File: config.mk
export PLATFORM = sky130hd
export DESIGN_NAME = game_ctrl
export DESIGN_NICKNAME = d
export VERILOG_FILES = /design/src/rtl/game_ctrl.sv
export SDC_FILE = /design/constraint.sdc
export NUM_CORES = 1
export LEC_CHECK = 0
export CORE_MARGIN = 1
export CORE_UTILIZATION = 41
export CTS_CLUSTER_DIAMETER = 120
export DETAILED_ROUTE_END_ITERATION = 7
export GPL_TIMING_DRIVEN = 0
export HOLD_SLACK_MARGIN = 0.03
export MAX_ROUTING_LAYER = met4
export PLACE_DENSITY = 0.58
export SLEW_MARGIN = 0
export SYNTH_ARGS = -nofsm -noshare
export SYNTH_HDL_FRONTEND = slang
export SYNTH_SLANG_ARGS = --single-unit
File: constraint.sdc
create_clock -name clk -period 6.02 [get_ports clk]
set_clock_uncertainty 0.15 [all_clocks]
set_input_delay 1.204 -clock clk [delete_from_list [all_inputs] [get_ports clk]]
set_output_delay 1.204 -clock clk [all_outputs]
set_load 0.005 [all_outputs]
File: src/rtl/game_ctrl.sv
// Two-player game sequencer: start screen, serve delay, rally scoring and a
// game-over screen with a start-button lockout. Every output is registered.
module game_ctrl #(
    parameter int unsigned WIN_SCORE       = 5,
    parameter int unsigned SERVE_TICKS     = 120,
    parameter int unsigned OVER_LOCK_TICKS = 60
) (
    input  logic       clk,
    input  logic       reset,
    input  logic       start_btn,
    input  logic       tick,
    input  logic       miss_p1,
    input  logic       miss_p2,
    output logic [1:0] state,
    output logic [3:0] dig1,
    output logic [3:0] dig0,
    output logic       ball_en,
    output logic       ball_reset,
    output logic       winner
);

    localparam int unsigned MAX_TICKS =
        (SERVE_TICKS > OVER_LOCK_TICKS) ? SERVE_TICKS : OVER_LOCK_TICKS;
    localparam int unsigned CNT_W = $clog2(MAX_TICKS + 1);
    localparam logic [CNT_W-1:0] SERVE_LAST = CNT_W'(SERVE_TICKS - 1);
    localparam logic [CNT_W-1:0] OVER_LOCK  = CNT_W'(OVER_LOCK_TICKS);
    localparam logic [3:0]       WIN        = 4'(WIN_SCORE);

    typedef enum logic [1:0] {
        ST_START = 2'd0,
        ST_SERVE = 2'd1,
        ST_PLAY  = 2'd2,
        ST_OVER  = 2'd3
    } fsm_t;

    fsm_t             fsm_r;
    fsm_t             fsm_s;
    logic             start_q_r;
    logic             start_edge_s;
    logic [3:0]       score_p1_r;
    logic [3:0]       score_p1_s;
    logic [3:0]       score_p2_r;
    logic [3:0]       score_p2_s;
    logic             winner_r;
    logic             winner_s;
    logic [CNT_W-1:0] tick_cnt_r;
    logic [CNT_W-1:0] tick_cnt_s;
    logic [CNT_W-1:0] cnt_upd_s;

    // Display code: SERVE and PLAY both show as "in game".
    function automatic logic [1:0] encode_state(input fsm_t s);
        case (s)
            ST_START: encode_state = 2'b00;
            ST_SERVE: encode_state = 2'b01;
            ST_PLAY:  encode_state = 2'b01;
            ST_OVER:  encode_state = 2'b10;
            default:  encode_state = 2'b00;
        endcase
    endfunction

    assign start_edge_s = start_btn & ~start_q_r;

    // Next-state, score, winner and tick-counter logic.
    always_comb begin
        fsm_s      = fsm_r;
        score_p1_s = score_p1_r;
        score_p2_s = score_p2_r;
        winner_s   = winner_r;
        cnt_upd_s  = tick_cnt_r;
        case (fsm_r)
            ST_START: begin
                if (start_edge_s) begin
                    score_p1_s = 4'd0;
                    score_p2_s = 4'd0;
                    fsm_s      = ST_SERVE;
                end else begin
                    fsm_s = ST_START;
                end
            end
            ST_SERVE: begin
                if (tick && (tick_cnt_r == SERVE_LAST)) begin
                    fsm_s = ST_PLAY;
                end else if (tick) begin
                    cnt_upd_s = tick_cnt_r + {{(CNT_W-1){1'b0}}, 1'b1};
                end else begin
                    cnt_upd_s = tick_cnt_r;
                end
            end
            ST_PLAY: begin
                // A double miss is treated as a void rally: nobody scores.
                if (miss_p1 && miss_p2) begin
                    fsm_s = ST_SERVE;
                end else if (miss_p1) begin
                    score_p2_s = score_p2_r + 4'd1;
                    if (score_p2_s == WIN) begin
                        fsm_s    = ST_OVER;
                        winner_s = 1'b1;
                    end else begin
                        fsm_s = ST_SERVE;
                    end
                end else if (miss_p2) begin
                    score_p1_s = score_p1_r + 4'd1;
                    if (score_p1_s == WIN) begin
                        fsm_s    = ST_OVER;
                        winner_s = 1'b0;
                    end else begin
                        fsm_s = ST_SERVE;
                    end
                end else begin
                    fsm_s = ST_PLAY;
                end
            end
            ST_OVER: begin
                if (start_edge_s && (tick_cnt_r >= OVER_LOCK)) begin
                    fsm_s = ST_START;
                end else if (tick && (tick_cnt_r < OVER_LOCK)) begin
                    cnt_upd_s = tick_cnt_r + {{(CNT_W-1){1'b0}}, 1'b1};
                end else begin
                    cnt_upd_s = tick_cnt_r;
                end
            end
            default: begin
                fsm_s = ST_START;
            end
        endcase
        // Any state change restarts the count, which also drops a coincident tick.
        tick_cnt_s = (fsm_s != fsm_r) ? {CNT_W{1'b0}} : cnt_upd_s;
    end

    // State, score and counter registers.
    always_ff @(posedge clk) begin
        if (reset) begin
            fsm_r      <= ST_START;
            start_q_r  <= 1'b1;
            score_p1_r <= 4'd0;
            score_p2_r <= 4'd0;
            winner_r   <= 1'b0;
            tick_cnt_r <= {CNT_W{1'b0}};
        end else begin
            fsm_r      <= fsm_s;
            start_q_r  <= start_btn;
            score_p1_r <= score_p1_s;
            score_p2_r <= score_p2_s;
            winner_r   <= winner_s;
            tick_cnt_r <= tick_cnt_s;
        end
    end

    // Output registers, loaded from next-state values so a change is visible right after its edge.
    always_ff @(posedge clk) begin
        if (reset) begin
            state      <= 2'b00;
            dig1       <= 4'd0;
            dig0       <= 4'd0;
            ball_en    <= 1'b0;
            ball_reset <= 1'b0;
            winner     <= 1'b0;
        end else begin
            state      <= encode_state(fsm_s);
            dig1       <= (fsm_s == ST_OVER) ? 4'h0 : score_p1_s;
            dig0       <= (fsm_s == ST_OVER) ? (winner_s ? 4'hB : 4'hA) : score_p2_s;
            ball_en    <= (fsm_s == ST_PLAY);
            ball_reset <= (fsm_s == ST_SERVE) && (fsm_r != ST_SERVE);
            winner     <= winner_s;
        end
    end

endmodule

# ---- Word level (Yosys, flattened, before mapping)
# Cells that the tools add are included.
dict set report word_totals {
  n_memories 0
  inputBits 6
  register_bits 31
  latch_bits 0
  wordCells 77
  ram_bits 0
  rom_bits 0
  out_inout_bits 13
}
dict set report classes {
  n_div 0
  multipliers 0
  muxes 32
  shifts 0
  bitwise 2
  n_lt_le_gt_ge 2
  n_addsub 3
  reduce_logical 12
  n_eq_ne 15
}
# operator count
set ops {}
lappend ops {{$mux 4} 8}
lappend ops {{$mux 7} 4}
lappend ops {{$pmux 4 s2} 2}
lappend ops {{$mux 2} 7}
lappend ops {{$pmux 7 s2} 1}
lappend ops {{$add 4x1->4 const B} 2}
lappend ops {{$eq 2x2->1 const B} 4}
lappend ops {{$eq 4x3->1 const B} 2}
lappend ops {{$mux 1} 8}
lappend ops {{$ne 2x2->1 const B} 4}
lappend ops {{$pmux 2 s4} 1}
lappend ops {{$add 7x1->7 const B} 1}
lappend ops {{$eq 7x7->1 const B} 1}
lappend ops {{$ge 7x6->1 const B} 1}
lappend ops {{$lt 7x6->1 const B} 1}
lappend ops {{$pmux 2 s3} 1}
lappend ops {{$reduce_or 2->1} 3}
lappend ops {{$logic_and 1x1->1} 5}
lappend ops {{$reduce_and 5->1} 1}
lappend ops {{$eq 2x1->1 const B} 2}
lappend ops {{$logic_not 2->1} 2}
lappend ops {{$ne 2x1->1 const B} 1}
lappend ops {{$ne 2x2->1} 1}
lappend ops {{$reduce_bool 2->1} 1}
lappend ops {{2 further kinds} 2}

# ---- Longest topological paths before layout
# Gate-level depths: netlist of the first run.
dict set report logic_depth {
  ltp_word 10
  mapped_depth 10
  mapped_depth_nobuf 10
}

# ---- Worst setup path after synthesis of the first run
# OpenSTA, ideal clock, no wires.
dict set report synth_path {
  path_type {input to register}
  from {input port start_btn}
  to {register dig0[0]}
  setup_ns 0.101
  path_buffers 0
  cell_stages 7
  arrival_ns 2.622
  required_ns 5.769
  path_slack_ns 3.147
  cell_sequence {nand2b_1 > nor2_1 > mux4_2 > inv_1 > ha_1 > inv_1 > o41ai_1}
}
dict set report synth_via {
  elab_chain_len 6
  elab_cells_between_ends 9
  cone_classes {eq/ne: 1; mux: 6; bitwise: 1; reduce/logical: 1}
}
# element line_no
set synth_rtl {}
lappend synth_rtl {{from (decl)} 10} ;# input logic start_btn,
lappend synth_rtl {{$and 1x1->1 *} 61} ;# assign start_edge_s = start_btn & ~start_q_r;
lappend synth_rtl {{$logic_and 1x1->1} 114} ;# if (start_edge_s && (tick_cnt_r >= OVER_LOCK)) begin
lappend synth_rtl {{$mux 2} 114}
lappend synth_rtl {{$pmux 2 s4 *} 70} ;# case (fsm_r)
lappend synth_rtl {{net fsm_s[0]} 37} ;# fsm_t fsm_s;
lappend synth_rtl {{$eq 2x2->1 *} 161} ;# dig0 <= (fsm_s == ST_OVER) ? (winner_s ? 4'hB : 4'hA) : score_p2_s;
lappend synth_rtl {{$mux 4 *} 161}
lappend synth_rtl {{to (signal assigned)} 161}
lappend synth_rtl {{to (decl)} 16} ;# output logic [3:0] dig0,
# The timed path passes the listed nets; every way through them passes the cells marked *.
# A chain may end at the register's enable or synchronous reset.

# ---- Worst setup path in the final report of the first run
dict set report layout_path {
  from {input port miss_p1}
  to {register dig0[0]}
}
dict set report layout_via {
  elab_chain_len 5
  elab_cells_between_ends 13
  cone_classes {eq/ne: 1; mux: 11; reduce/logical: 1}
}
# element line_no
set layout_rtl {}
lappend layout_rtl {{from (decl)} 12} ;# input logic miss_p1,
lappend layout_rtl {{$mux 2 or $logic_and 1x1->1 (tied branches)} {93, 91}}
lappend layout_rtl {{$mux 2 *} 91} ;# if (miss_p1 && miss_p2) begin
lappend layout_rtl {{$pmux 2 s4 *} 70}
lappend layout_rtl {{net fsm_s[0]} 37}
lappend layout_rtl {{$eq 2x2->1 *} 161}
lappend layout_rtl {{$mux 4 *} 161}
# Marks and branches as above.

==> results_dict.tcl, run 1 <==
set metrics [dict create \
    outcome "finished clean" \
    cp_top_family "buffers and inverters" \
    drv_slew 0 \
    period_needed_ns 3.41 \
    fmax_mhz 293 \
    crit_top_cell "inv_1" \
    cp_slowest_cell "clkdlybuf4s50_1" \
    critPathCaptureType "register" \
    grt-busiest-layer "met2" \
    pwr_density_cell_mw_per_mm2 209 \
    ys_seq_area_share_pct 39.7 \
    hold_buffers 0 \
    dr.pass1.iters 4 \
    drc_errors 0 \
    final_common_cell "dfxtp_1" \
    syn_area_mm2 0.00156 \
    worst_pin_slew_ns 0.502 \
    p_leak_nw 0.733 \
    crit_arrival_ns 3.44 \
    die_height_um 63.7 \
    gr-usage-met3_pct 5.25 \
    place_area_mm2 0.00179 \
    io_pins 19 \
    min_delay_path_depth 2 \
    wl_per_cell_um 13.4 \
    synth_flop_cell "dfxtp_1" \
    hold_viol 0 \
    design.die.area_mm2 0.00406 \
    rsz0062_at_grt "no" \
    fin_crit_sh_pct 56.6 \
    met2_usage_pct 30.5 \
    ctsResizeCount 0 \
    path_max_fanout 7 \
    timing.final.ws_setup_ns 2.61 \
    grtUsageTotal_pct 18.8 \
    clock_latency_ns 0.28 \
    crit_chain "clkdlybuf4s50_1 > nor2_1 > mux4_2 > inv_1 > ha_1 > inv_1 > o41ai_1" \
    path_buf_inv 3 \
    drtAntennaViolNets 0 \
    yosysWarnings 0 \
    hpwlAfterDp_um 2430 \
    rr_worst_depth 8 \
    cts_setup_buffers 0 \
    clock_path_buffers 2 \
    path_depth 7 \
    gp_congestion 0.845 \
    grt_overflow 0 \
    drive_gt1_share_pct 11.3 \
    mostFrequentLayoutCells "dfxtp_1 (31), nor2_1 (25), clkdlybuf4s50_1 (17)" \
    cts_made_buffers 5 \
    worst_slew_margin_rel_pct 66.5 \
    cts.clk_slew.worst_paths_ns 0.06 \
    tns_ns 0 \
    grt_pass1_wl_um 5640 \
    fillerInstances 366 \
    setup_violations 0 \
    synthToLayoutAreaGrowth_pct 20.4 \
    grt_pass1_vias 1268 \
    cts_tree "done" \
    wl_um 3270 \
    dp_cells 236 \
    initial_utilization_pct 42.7 \
    critPathMaxStageDelay_ns 0.65 \
    path_class "input pin to register" \
    synth-edff-count 0 \
    num_rows 22 \
    grt_antenna_before_repair 0 \
    chipWidth_um 63.7 \
    final_cell_area_mm2 0.00188 \
    ys_seq_elements 31 \
    finalCoreUtilization_pct 51.3 \
    syn_avg_cell_area_um2 9.13 \
    first_iter_violations 31 \
    fin_cells 243 \
    maxCapViolations 0 \
    cts_root_buf "clkbuf_8" \
    num_vias 1297 \
    n_antenna_cell 0 \
    grt_max_degree 11 \
    pre_cts_ws_ns 2.33 \
    synthCells 171 \
    cp-start-kind "input pin" \
    grt_use_met1_pct 21.4 \
    cts_sinks 31 \
    final_nets 210 \
    synthDistinctLibCells 54 \
    vias_per_cell 5.34 \
    htreeDepth 2 \
    ir_worst_vdd_mv 0.110 \
    core_mm2 0.00366 \
    hold_path.class "register to register" \
    port_buffers 17 \
    cp.required_ns 6.05 \
    synth-async-reset-ratio_pct 0 \
    synth_nets 186 \
]
-- synth_stat cells (3+ instances only) --
cell / number / area (um2)
dfxtp_1: 31 / 621
xnor2_1: 4 / 35.0
a22oi_1: 3 / 22.5
inv_1: 11 / 41.3
o21ai_0: 3 / 15.0
nand3_1: 6 / 30.0
ha_1: 9 / 113
nor3_1: 6 / 30.0
a21oi_1: 8 / 40.0
nor2_1: 25 / 93.8
nor2b_1: 4 / 25.0
nand2_1: 8 / 30.0
nand4_1: 3 / 18.8
xor2_1: 3 / 26.3
-- logic make-up (layout without fill, tap and decap cells) --
family	count (synthesis)	count (layout)	share of synthesized area, %
and+or+nand+nor	71	71	25.3
AOI/OAI and AO/OA	34	34	17.5
DFF	31	31	39.7
buffers and inverters	17	41	4.25
adders and majority gates	9	9	7.21
xor gates and xnor gates	7	7	3.93
muxes	2	2	2.08
-- tightest hold or removal path: cells and delay by family (launching register included) --
| kind | cells | cell delay [ns] |
|---|---|---|
| AO/OA/AOI/OAI | 1 | 0.06 |
| flip-flops | 1 | 0.36 |
| AND/OR/NAND/NOR | 1 | 0.09 |
-- cell type report --
type                            count  area (um2)  share of cell area [%]
Tap cell                           48        60.1                    3.20
Inverter                           12        45.0                    2.40
Timing Repair Buffer               17         170                    9.05
Clock buffer                        6        82.6                    4.39
Clock inverter                      1        5.00                   0.266
Multi-Input combinational cell    123         875                    46.5
Sequential cell                    31         621                    33.0
Buffer                              5        21.3                    1.13
-- path summary, 6_finish.rpt --
| path | startpoint | endpoint | slack [ns] |
|---|---|---|---|
| hold / removal | score_p1_r[1] | score_p1_r[1] | 0.41 |
| setup reg to reg | tick_cnt_r[0] | dig0[0] | 3.22 |
| hold reg to reg | score_p1_r[1] | score_p1_r[1] | 0.41 |
| setup / recovery | miss_p1 | dig0[0] | 2.61 |
-- power by group --
group / internal, mW / switching (mW)
Sequential: 0.207 / 0.000745
Clock: 0.0895 / 0.0736
Combinational: 0.00890 / 0.0131
-- through the flow --
step           power [mW]  hold WS [ns]
3_5_place_dp        0.234         0.406
6_report            0.393         0.406
4_1_cts             0.398         0.415
2_1_floorplan       0.225         0.359
5_1_grt             0.410         0.452
3_3_place_gp        0.234         0.394
-- sequential cells by signal, indices dropped and copies added (netlist names) --
name	cells
winner	1
ball_reset	1
start_q_r	1
score_p1_r	4
tick_cnt_r	7
dig0	4
ball_en	1
score_p2_r	4
fsm_r	2
state	2
dig1	4
-- metal layers --
metal  part of all wire [%]  wire length [um]
met1                     45              1470
met2                     48              1570
met3                    4.3               142
met4                    2.3                75
met5                      0                 0
Note: power is estimated with default switching activity, not from simulation.
==> run 2: changes to the inputs <==
- clock period: 6.02 -> 3.4 ns (I/O delays scaled with it)
==> results of run 2 <==
The final DEF is identical to that of run 1. Status: finished clean.
Main changes from that run: setup slack after placement 2.33 ns -> 0.234 ns; setup slack after layout 2.61 ns -> 0.516 ns; register-to-register setup slack 3.22 ns -> 0.60 ns; total power 0.393 mW -> 0.695 mW; worst IR drop on VDD 0.110 mV -> 0.196 mV
